## config.mk

```make
export PLATFORM = sky130hd
export DESIGN_NAME = seq_shifter
export DESIGN_NICKNAME = d
export VERILOG_FILES = /design/src/rtl/seq_shifter.sv
export SDC_FILE = /design/constraint.sdc
export NUM_CORES = 1
export LEC_CHECK = 0
export ABC_AREA = 1
export BUFFER_PORTS_ARGS = -buffer_cell sky130_fd_sc_hd__buf_2
export CAP_MARGIN = 20
export CORE_MARGIN = 2
export CORE_UTILIZATION = 40
export DETAILED_ROUTE_END_ITERATION = 16
export PLACE_DENSITY = 0.68
export SYNTH_ARGS = -nofsm -noshare
export SYNTH_HDL_FRONTEND = slang
export SYNTH_SLANG_ARGS = --single-unit
```

## constraint.sdc

```tcl
create_clock -name clk -period 2.3 [get_ports clk]
set_input_delay 0.115 -clock clk [delete_from_list [all_inputs] [get_ports clk]]
set_output_delay 0.115 -clock clk [all_outputs]
set_load 0.01 [all_outputs]
```

## src/rtl/seq_shifter.sv

```systemverilog
// Multi-cycle shifter: shifts one bit per cycle so a 31-bit shift costs 31 SHIFT cycles.
// busy stalls the pipeline while shifting; done pulses for one cycle when result is valid.
module seq_shifter (
    input  logic        clk,
    input  logic        rst_n,
    input  logic        start,
    input  logic        flush,
    input  logic [1:0]  op,
    input  logic [31:0] data,
    input  logic [4:0]  sa,
    output logic        busy,
    output logic        done,
    output logic [31:0] result
);

    typedef enum logic [1:0] {
        IDLE  = 2'd0,
        SHIFT = 2'd1,
        DONE  = 2'd2
    } state_t;

    localparam logic [1:0] OP_SLL = 2'b00;
    localparam logic [1:0] OP_SRL = 2'b01;
    localparam logic [1:0] OP_SRA = 2'b10;
    localparam logic [1:0] OP_NOP = 2'b11;

    state_t      state;
    state_t      state_next;
    logic [4:0]  count;
    logic [1:0]  op_q;
    logic [31:0] work;
    logic [31:0] work_shifted;
    logic        accept;

    assign accept = start && !flush && ((state == IDLE) || (state == DONE));

    always_ff @(posedge clk or negedge rst_n) begin
        if (!rst_n) begin
            state <= IDLE;
        end else begin
            state <= state_next;
        end
    end

    // flush overrides every other transition, including the final shift edge
    always_comb begin
        state_next = state;
        case (state)
            IDLE, DONE: begin
                if (accept) begin
                    if ((op == OP_NOP) || (sa == 5'd0)) begin
                        state_next = DONE;
                    end else begin
                        state_next = SHIFT;
                    end
                end else begin
                    state_next = IDLE;
                end
            end
            SHIFT: begin
                if (count == 5'd1) begin
                    state_next = DONE;
                end else begin
                    state_next = SHIFT;
                end
            end
            default: state_next = IDLE;
        endcase
        if (flush) begin
            state_next = IDLE;
        end
    end

    always_comb begin
        busy = (state == SHIFT);
        done = (state == DONE);
    end

    always_comb begin
        work_shifted = work;
        case (op_q)
            OP_SLL:  work_shifted = {work[30:0], 1'b0};
            OP_SRL:  work_shifted = {1'b0, work[31:1]};
            OP_SRA:  work_shifted = {work[31], work[31:1]};
            default: work_shifted = work;
        endcase
    end

    // count doubles as the captured shift amount; a reserved op loads zero so it never shifts
    always_ff @(posedge clk or negedge rst_n) begin
        if (!rst_n) begin
            count <= 5'd0;
            op_q  <= 2'b00;
            work  <= 32'h0000_0000;
        end else begin
            if (accept) begin
                work  <= data;
                op_q  <= op;
                count <= (op == OP_NOP) ? 5'd0 : sa;
            end else if (state == SHIFT) begin
                work  <= work_shifted;
                count <= flush ? 5'd0 : (count - 5'd1);
            end else if (flush) begin
                count <= 5'd0;
            end
        end
    end

    assign result = work;

endmodule

```

==> summary.txt, run 1 <==
Logic synthesis
  – Mapped Cells: 367
  – Post-synth top area share: 39.4%
  – Syn. warnings: 0
  – Ys flop type: dfrtp_1
  – Count leader, synth: nand2_1
  – Top cells by count, synth: nand2_1 (123), nand3_1 (103), dfrtp_1 (41)
  – Post-synth net total: 415
  – Main area contributors after synthesis: dfrtp_1 (39%), nand3_1 (20%), nand2_1 (18%)
  – Synthesized area per cell: 7.09 um^2
  – Yosys top cell by area: dfrtp_1
  – Asr flop ratio synth: 100%
  – Mapped Area: 2600 um^2
  – Sequential area share after synthesis: 39.4%
  – Seq cells post-synth: 41
  – Synth unique cells: 24
  – Post-synth EDFFs: 0

Timing
  – Max-slew violation count: 0
  – Max-slew headroom: 38.2%
  – Worst slew pin tran: 0.928 ns
  – FMAX: 599 MHz
  – TNS Setup: 0 ns
  – Final setup margin: 0.631 ns
  – Setup Skew: 0.00891 ns
  – Final hold vios: 0
  – Crit path time final: 1.67 ns
  – RSZ-0062 raised after global routing: no
  – Final setup violation count: 0
  – Final Cycle Share: 72.6%

Power and ir drop
  – Tot Pwr: 3020 uW
  – Power Dens Cells: 960 nW/um^2
  – Leak Pwr: 0.00171 uW
  – Max VDD drop: 369 uV

Floorplanning
  – Starting Density: 41.2%
  – Die Y: 84.7 um
  – FP Rows: 29
  – CORE AREA: 6310 um^2
  – Num ports: 77
  – Die area: 7170 um^2
  – Die width: 84.7 um

Placement
  – Port bufs: 76
  – Dpl hpwl: 4.63 mm
  – RD Place Congestion: 0.809
  – Area post-placement: 3020 um^2
  – Setup WS pre-CTS: 0.637 ns

Setup path
  – Worst R2R End: result[7]
  – Crit path DAT: 1.90 ns
  – Critical path capture point type: flop
  – Crit start category: flop
  – Worst path required time: 2.53 ns
  – Reg2Reg Launch Point: op_q[0]
  – R2R setup slack: 0.63 ns
  – CP Max Fanout: 31
  – Worst setup path class: reg2reg
  – R2R depth: 7

Hold path
  – Hold Path Stages: 2
  – Min-delay worst type: in2reg
  – Hold Crit Start: flush
  – Hold Path Sink: state[1]

Routing
  – M1 WL: 2.89 mm
  – Routed length on met2: 3.20 mm
  – Initial detailed-routing violation count: 138
  – Final Routed Wirelength: 6.49 mm
  – Max Used Layer: met4
  – Routed Antenna Nets: 0
  – Drt drc: 0
  – Vias: 2604
  – DRT Pass-1 Iters: 4
  – DR WL met3: 356 um
  – WL per Instance: 12.6 um
  – Via-to-Cell Ratio: 5.05

GRT
  – Initial antenna violation count: 0
  – Largest net degree at the start of global routing: 42
  – First-pass GRT wire length: 11.0 mm
  – GRT overflow: 0
  – GR Util All Layers: 18.5%
  – Vias in the first global route: 2379

Finish
  – Design area: 3140 um^2
  – NumNets Final: 486
  – P&R area growth vs syn: 20.7%
  – # fillers: 674
  – Layout cells sized above 1: 24.8%
  – Antenna fix cells: 0

Clock network
  – CTS tree: built
  – Clock-pin slew on the worst setup and hold paths: 0.08 ns
  – Post-CTS Setup Inserts: 0
  – Clock latency at the later pin of the worst-skew pair: 0.29 ns
  – Clock Path Buffers: 2
  – Num CTS Buffers: 5
  – Post-CTS Resized: 0
  – H-Tree Depth: 2
  – Root buffer cell: clkbuf_8
  – Clk sink count: 41

Run status
  – Status: complete, no violations

Run
  – Number of max-cap violations: 0
[what timing repair did]
item / 4_1_cts / 5_1_grt
setup endpoints to repair: 0 / 0
hold endpoints to repair: 1 / 0
hold buffers: 1 / 0
[flip-flops by register name (all words and copies together), names as in the netlist]
name,count
op_q,2
result,32
state,2
count,5
[cell type report]
type,instances,area [um^2],area share (%)
multi-input cells,285,1360,43.2
flip-flops and latches,41,1030,32.7
repair buffers,87,478,15.2
well taps,77,96.3,3.07
clock buffers,7,86.3,2.75
inverters,18,67.6,2.15
clock inverters,1,30.0,0.956
[critical path, stage by stage (launching register included)]
cell	delay, ns
dfrtp_1	0.35
inv_1	0.07
ha_1	0.34
o21ai_1	0.17
nand2_2	0.07
inv_2	0.41
nand2_1	0.11
nand2_1	0.09
[layout by cell type, fill, tap and decap left out]
cell type | Yosys | final
nand2_1 | 123 | 123
nand3_1 | 103 | 103
buf_2 | 7 | 76
dfrtp_1 | 41 | 41
inv_1 | 15 | 15
or2_0 | 12 | 12
or2_2 | 10 | 10
nor2_1 | 9 | 9
buf_4 | 3 | 9
or2_1 | 8 | 8
clkbuf_8 | 0 | 6
ha_1 | 5 | 5
a21oi_1 | 4 | 4
inv_2 | 3 | 3
o21ai_0 | 3 | 3
nand4_1 | 2 | 2
nor2_4 | 1 | 1
nand3_2 | 1 | 1
o21ai_1 | 1 | 1
nand2_2 | 1 | 1
o211ai_1 | 1 | 1
xor2_1 | 1 | 1
bufinv_16 | 0 | 1
clkbuf_1 | 6 | 1
dlygate4sd3_1 | 0 | 1
buf_12 | 0 | 1
[through the flow]
step | util [%] | hold WS, ns | instances
final | 49.8 | 0.0267 | 516
after global placement | 47.8 | 0.305 | 507
after global routing | 49.8 | 0.0311 | 516
after CTS | 49.8 | 0.0149 | 516
after floorplan | - | -0.181 | 367
after detailed placement | 47.8 | 0.321 | 507
[power breakdown]
| part | switching (uW) | internal, uW | total [uW] |
|---|---|---|---|
| combinational | 711 | 497 | 1210 |
| sequential | 256 | 955 | 1210 |
| clock | 242 | 354 | 596 |
[metal layers]
layer  vias to the layer above  global-route usage [%]
li1                       1332                       -
met1                      1190                    26.0
met2                        78                    29.9
met3                         4                    3.34
met4                         0                    4.33
met5                         -                       0
[how the worst max path moves through the flow]
stage / start / to
finish: op_q[0] / result[7]
global placement: op_q[0] / result[5]
floorplan: op_q[0] / result[18]
detailed placement: op_q[0] / result[22]
CTS: op_q[0] / result[10]
global route: op_q[1] / result[12]
[logic make-up (layout without fill, tap and decap cells)]
group,count (synthesis),count (layout),synth area share (%)
AOI/OAI and AO/OA,9,9,1.83
xor gates and xnor gates,1,1,0.336
adders and majority gates,5,5,2.40
buffers and inverters,41,113,8.46
DFF,41,41,39.4
and+or+nand+nor,270,270,47.6
Note: power is estimated with default switching activity, not from simulation.
==> inputs of run 2 (changes only) <==
--- a/config.mk
+++ b/config.mk
@@ -11,7 +11,7 @@
 export CORE_MARGIN = 2
 export CORE_UTILIZATION = 40
 export DETAILED_ROUTE_END_ITERATION = 16
-export PLACE_DENSITY = 0.68
+export PLACE_DENSITY = 0.71
 export SYNTH_ARGS = -nofsm -noshare
 export SYNTH_HDL_FRONTEND = slang
 export SYNTH_SLANG_ARGS = --single-unit
==> constraint.sdc (replaced) <==
create_clock -name clk -period 1.35 [get_ports clk]
set_input_delay 0.0675 -clock clk [delete_from_list [all_inputs] [get_ports clk]]
set_output_delay 0.0675 -clock clk [all_outputs]
set_load 0.01 [all_outputs]
==> run 2 against run 1 <==
Critical path type unchanged. Clock-buffer cell count is the same. Clock skew shrank 0.0013 ns. The flow now finishes with violations (negative setup slack). Sequential share of layout area shrank 2.1 points. Critical endpoint is now result[27]. Via count grew 4.5%. Highest routed layer unchanged. Cell area grew 6.9%. Clock power grew 40%. Cell count grew 3.3%. Critical path depth is the same. Combinational power grew 94%. Setup slack lost 0.67 ns. First-iteration DRC count grew 8.0%. Hold slack lost 0.018 ns.
==> summary.txt, run 2 (synthesized netlist as in run 1, its figures left out) <==
Run
  – Number of max-cap violations: 0

Hold path
  – Hold Crit Start: sa[0]
  – Min-delay worst type: in2reg

Finish
  – NumNets Final: 504
  – Design area: 3360 um^2
  – Antenna fix cells: 0
  – Commonest non-fill, non-tap cell in the layout: nand2_1
  – Max reg flops: 32
  – P&R area growth vs syn: 29.0%
  – Layout cells sized above 1: 28.9%
  – # fillers: 629
  – Commonest non-fill, non-tap cells in the layout: nand2_1 (122), nand3_1 (103), buf_2 (76)

Routing
  – Final Routed Wirelength: 7.02 mm
  – Drt drc: 0
  – WL per Instance: 13.2 um
  – Routed Antenna Nets: 0
  – Via-to-Cell Ratio: 5.11
  – DRT Pass-1 Iters: 5
  – Initial detailed-routing violation count: 149
  – Vias: 2722

Floorplanning
  – FP Rows: 29
  – Die width: 84.7 um
  – Num ports: 77
  – Die area: 7170 um^2
  – Starting Density: 41.2%
  – CORE AREA: 6310 um^2
  – Die Y: 84.7 um

GRT
  – GRT overflow: 0
  – Largest net degree at the start of global routing: 42
  – Vias in the first global route: 2521
  – Initial antenna violation count: 0
  – First-pass GRT wire length: 11.6 mm
  – GR Util All Layers: 19.6%

Power and ir drop
  – Tot Pwr: 5260 uW
  – Max VDD drop: 650 uV
  – Power Dens Cells: 1570 nW/um^2
  – Leak Pwr: 0.00181 uW

Setup path
  – Worst setup path class: reg2reg
  – Crit path buf inv count: 2
  – Slowest cell on crit path: dfrtp_1
  – Crit start category: flop
  – Crit path DAT: 1.57 ns
  – Worst path required time: 1.52 ns
  – CP Max Fanout: 13
  – Crit. Startpoint: op_q[0]
  – Critical path cell sequence: inv_2, ha_4, o21ai_2, nand2_2, buf_6, nand3_1, nand2_1
  – Critical path capture point type: flop
  – CP max stage delay: 0.39 ns
  – Reg2Reg Launch Point: op_q[0]
  – CP top delay family: flip-flops

Timing
  – Final setup margin: -0.0407 ns
  – Final hold vios: 0
  – Worst slew pin tran: 0.264 ns
  – Max-slew headroom: 82.3%
  – Max-slew violation count: 0
  – Final setup violation count: 20
  – Crit path time final: 1.39 ns
  – Final Cycle Share: 103%
  – RSZ-0062 raised after global routing: yes
  – FMAX: 719 MHz
  – Setup Skew: 0.00763 ns

Clock network
  – Num CTS Buffers: 5
  – Root buffer cell: clkbuf_8
  – Clock-pin slew on the worst setup and hold paths: 0.08 ns
  – Clock Path Buffers: 2
  – H-Tree Depth: 2
  – Clk sink count: 41
  – Clock latency at the later pin of the worst-skew pair: 0.29 ns
  – CTS tree: built

Placement
  – RD Place Congestion: 0.785
  – Port bufs: 76
  – Area post-placement: 3150 um^2
  – Setup WS pre-CTS: -0.116 ns
  – Dpl hpwl: 4.84 mm

Run status
  – Failing checks: negative setup slack
  – Status: finished with violations
==> run 2: cell types whose count changed in the layout (fill, tap and decap cells not counted), moves of 2 or more <==
cell	delta
buf_12	+3
buf_4	+5
buf_6	+7
dlygate4sd3_1	+2
inv_1	-4
inv_2	+3
o21ai_2	+2
==> run 2: layout make-up <==
class | count | area (um^2) | share of cell area, %
timing repair buffer | 105 | 699 | 20.8
multi-input combinational | 285 | 1380 | 41.1
sequential | 41 | 1030 | 30.6
tap | 77 | 96.3 | 2.87
clock buffer | 7 | 86.3 | 2.57
inverter | 18 | 70.1 | 2.09
==> run 2: final timing paths <==
check / end / cells after the start / slack, ns
min in group asynchronous: count[3] / 3 / 0.27
worst max-delay path: result[27] / 7 / -0.04
max in group asynchronous: result[19] / 3 / 0.86
worst max register to register: result[27] / 7 / -0.04
worst min-delay path: count[0] / 3 / 0.009
worst min register to register: count[1] / 2 / 0.49
==> run 2: timing repair <==
item                                    CTS  global route
gates resized for setup                   6             8
endpoints found under the hold margin    44             0
endpoints found under the setup margin   32            36
hold buffers                              3             0
buffers inserted                          1             0
pin swaps                                 0             1
cloned                                    0             2
==> run 2: stage by stage <==
step | cells | setup TNS (ns) | utilization, % | hold WS, ns
after CTS | 531 | -0.274 | 52.3 | 0.00339
after global placement | 520 | -0.945 | 50.0 | 0.0578
after detailed placement | 520 | -2.59 | 50.0 | 0.0617
after floorplan | 367 | -1.31 | - | -0.228
after global routing | 533 | -3.36 | 53.2 | 0.00649
final | 533 | -0.250 | 53.2 | 0.00867
==> run 2: power breakdown <==
group / total, uW / internal (uW) / switching [uW]
clock network: 837 / 407 / 430
logic: 2350 / 1050 / 1300
registers: 2070 / 1630 / 445
total: 5260 / 3090 / 2170
==> run 2: worst register-to-register path: stages (launching register included) <==
cell and delay (ns):
dfrtp_1 0.39, inv_2 0.10, ha_4 0.23, o21ai_2 0.12, nand2_2 0.11, buf_6 0.16, nand3_1 0.10, nand2_1 0.07
==> run 2: metal layers <==
metal | share of wire [%] | GRT usage, %
met5 | 0 | 0
met4 | 1.1 | 5.48
met3 | 5.9 | 3.34
met2 | 49 | 33.0
met1 | 44 | 26.1
==> inputs of run 3 (changes only) <==
--- a/config.mk
+++ b/config.mk
@@ -8,10 +8,11 @@
 export ABC_AREA = 1
 export BUFFER_PORTS_ARGS = -buffer_cell sky130_fd_sc_hd__buf_2
 export CAP_MARGIN = 20
+export CORE_ASPECT_RATIO = 0.7
 export CORE_MARGIN = 2
 export CORE_UTILIZATION = 40
 export DETAILED_ROUTE_END_ITERATION = 16
-export PLACE_DENSITY = 0.71
+export PLACE_DENSITY = 0.68
 export SYNTH_ARGS = -nofsm -noshare
 export SYNTH_HDL_FRONTEND = slang
 export SYNTH_SLANG_ARGS = --single-unit
==> constraint.sdc (replaced) <==
create_clock -name clk -period 1.69 [get_ports clk]
set_input_delay 0.0845 -clock clk [delete_from_list [all_inputs] [get_ports clk]]
set_output_delay 0.0845 -clock clk [all_outputs]
set_load 0.01 [all_outputs]
==> run 3 against run 2 <==
Clock-buffer cell count unchanged. Critical endpoint is now result[8]. Global-route usage rose by 0.16 points. Largest cell class unchanged. Largest power group unchanged. Register-to-register slack better by 0.20 ns. The flow now finishes without violations.
==> summary.txt, run 3 (synthesized netlist as in run 1, its figures left out) <==
Clock network
  – Clock latency at the later pin of the worst-skew pair: 0.28 ns
  – H-Tree Depth: 2
  – Num CTS Buffers: 5
  – CTS tree: built
  – Clk sink count: 41
  – Clock-pin slew on the worst setup and hold paths: 0.07 ns
  – Root buffer cell: clkbuf_8
  – Post-CTS Setup Inserts: 0
  – Clock Path Buffers: 2

Timing
  – RSZ-0062 raised after global routing: no
  – TNS Setup: 0 ns
  – FMAX: 654 MHz
  – Max-slew violation count: 0
  – Final hold vios: 0
  – Crit path time final: 1.53 ns
  – Worst slew pin tran: 0.710 ns
  – Setup Skew: 0.00797 ns
  – Final setup violation count: 0
  – Final Cycle Share: 90.5%
  – Max-slew headroom: 52.7%

Placement
  – Dpl hpwl: 4.79 mm
  – RD Place Congestion: 0.805
  – Inst Count DP: 511
  – Port bufs: 76

Setup path
  – R2R setup slack: 0.16 ns
  – Worst setup path class: reg2reg
  – CP Capture Point: result[8]
  – Worst path required time: 1.91 ns
  – CP Max Fanout: 24
  – Crit. Startpoint: op_q[0]
  – Reg2Reg Launch Point: op_q[0]
  – Critical path capture point type: flop
  – Worst R2R End: result[8]
  – Crit path DAT: 1.75 ns
  – Crit start category: flop
  – R2R depth: 8

Finish
  – Antenna fix cells: 0
  – Max reg flops: 32
  – Util after Layout: 50.9%
  – Commonest non-fill, non-tap cell in the layout: nand2_1
  – Layout cells sized above 1: 25.2%
  – P&R area growth vs syn: 22.1%
  – Commonest non-fill, non-tap cells in the layout: nand2_1 (123), nand3_1 (103), buf_2 (76)
  – NumNets Final: 489
  – Fin cells: 519

Run status
  – Status: complete, no violations

Routing
  – Drt drc: 0
  – Final Routed Wirelength: 6.76 mm
  – Via-to-Cell Ratio: 5.08
  – DRT Pass-1 Iters: 4
  – WL per Instance: 13.0 um
  – Routed Antenna Nets: 0
  – Initial detailed-routing violation count: 201
  – Vias: 2637

Hold path
  – Min-delay worst type: in2reg

GRT
  – GRT overflow: 0
  – First-pass GRT wire length: 11.4 mm
  – Largest net degree at the start of global routing: 38
  – Initial antenna violation count: 0
  – Vias in the first global route: 2510
  – GR Util All Layers: 19.8%

Floorplanning
  – Starting Density: 41.7%
  – Die width: 100 um
  – Die area: 7180 um^2
  – Num ports: 77
  – CORE AREA: 6250 um^2
  – FP Rows: 24
  – Die Y: 71.5 um

Run
  – Number of max-cap violations: 0

Power and ir drop
  – Power Dens Cells: 1260 nW/um^2
  – Max VDD drop: 448 uV
  – Leak Pwr: 0.00172 uW
run 3: cell count changes in the layout (fill, tap and decap cells not counted), moves of 2 or more:
cell | previous run | this run
buf_4 | 14 | 8
inv_1 | 11 | 15
inv_2 | 6 | 2
dlygate4sd3_1 | 3 | 1
buf_6 | 7 | 1
o21ai_2 | 2 | 0
run 3: worst min path at each step:
stage / cells after the start / from / to
finish: 2 / flush / state[1]
global placement: 1 / rst_n / result[22]
floorplan: 0 / rst_n / count[0]
CTS: 2 / flush / state[1]
detailed placement: 1 / rst_n / result[22]
global route: 2 / flush / state[1]
run 3: what timing repair did:
item	4_1_cts	5_1_grt
hold endpoints to repair	28	0
gates resized for setup	0	2
setup endpoints to repair	0	18
hold buffers	1	0
run 3: stage by stage:
stage | total power [uW] | instance area [um^2] | setup slack, ns | hold slack, ns
floorplan | 2680 | 2600 | 0.225 | -0.211
global placement | 3340 | 3080 | 0.173 | 0.183
detailed placement | 3370 | 3080 | 0.144 | 0.180
CTS | 4030 | 3170 | 0.126 | 0.00302
global route | 4340 | 3180 | 0.00929 | 0.00738
finish | 4000 | 3180 | 0.161 | 0.0192
run 3: area by class of cell:
| type | instances | area [um^2] |
|---|---|---|
| Inverter | 18 | 70.1 |
| Clock buffer | 7 | 86.3 |
| Sequential cell | 41 | 1030 |
| Timing Repair Buffer | 90 | 542 |
| Multi-Input combinational cell | 285 | 1360 |
| Tap cell | 78 | 97.6 |
| Fill cell | 640 | 3070 |
run 3: report_power, final:
| group | internal [uW] | total (uW) | switching (uW) |
|---|---|---|---|
| Sequential | 1300 | 1650 | 347 |
| Combinational | 717 | 1710 | 989 |
| Clock | 324 | 646 | 322 |
run 3: worst max-delay path, cell delays in order, from the launching register on:
cell	delay, ns
dfrtp_1	0.36
inv_1	0.08
ha_1	0.34
o21ai_1	0.17
nand2_2	0.10
inv_4	0.12
buf_12	0.17
nand2_1	0.06
nand2_1	0.06
run 3: layer usage:
metal / up-vias / global-route usage [%] / wire (um)
li1: 1340 / - / -
met1: 1196 / 29.6 / 3320
met2: 99 / 30.5 / 2910
met3: 2 / 3.12 / 496
met4: 0 / 4.11 / 40
met5: - / 0 / 0
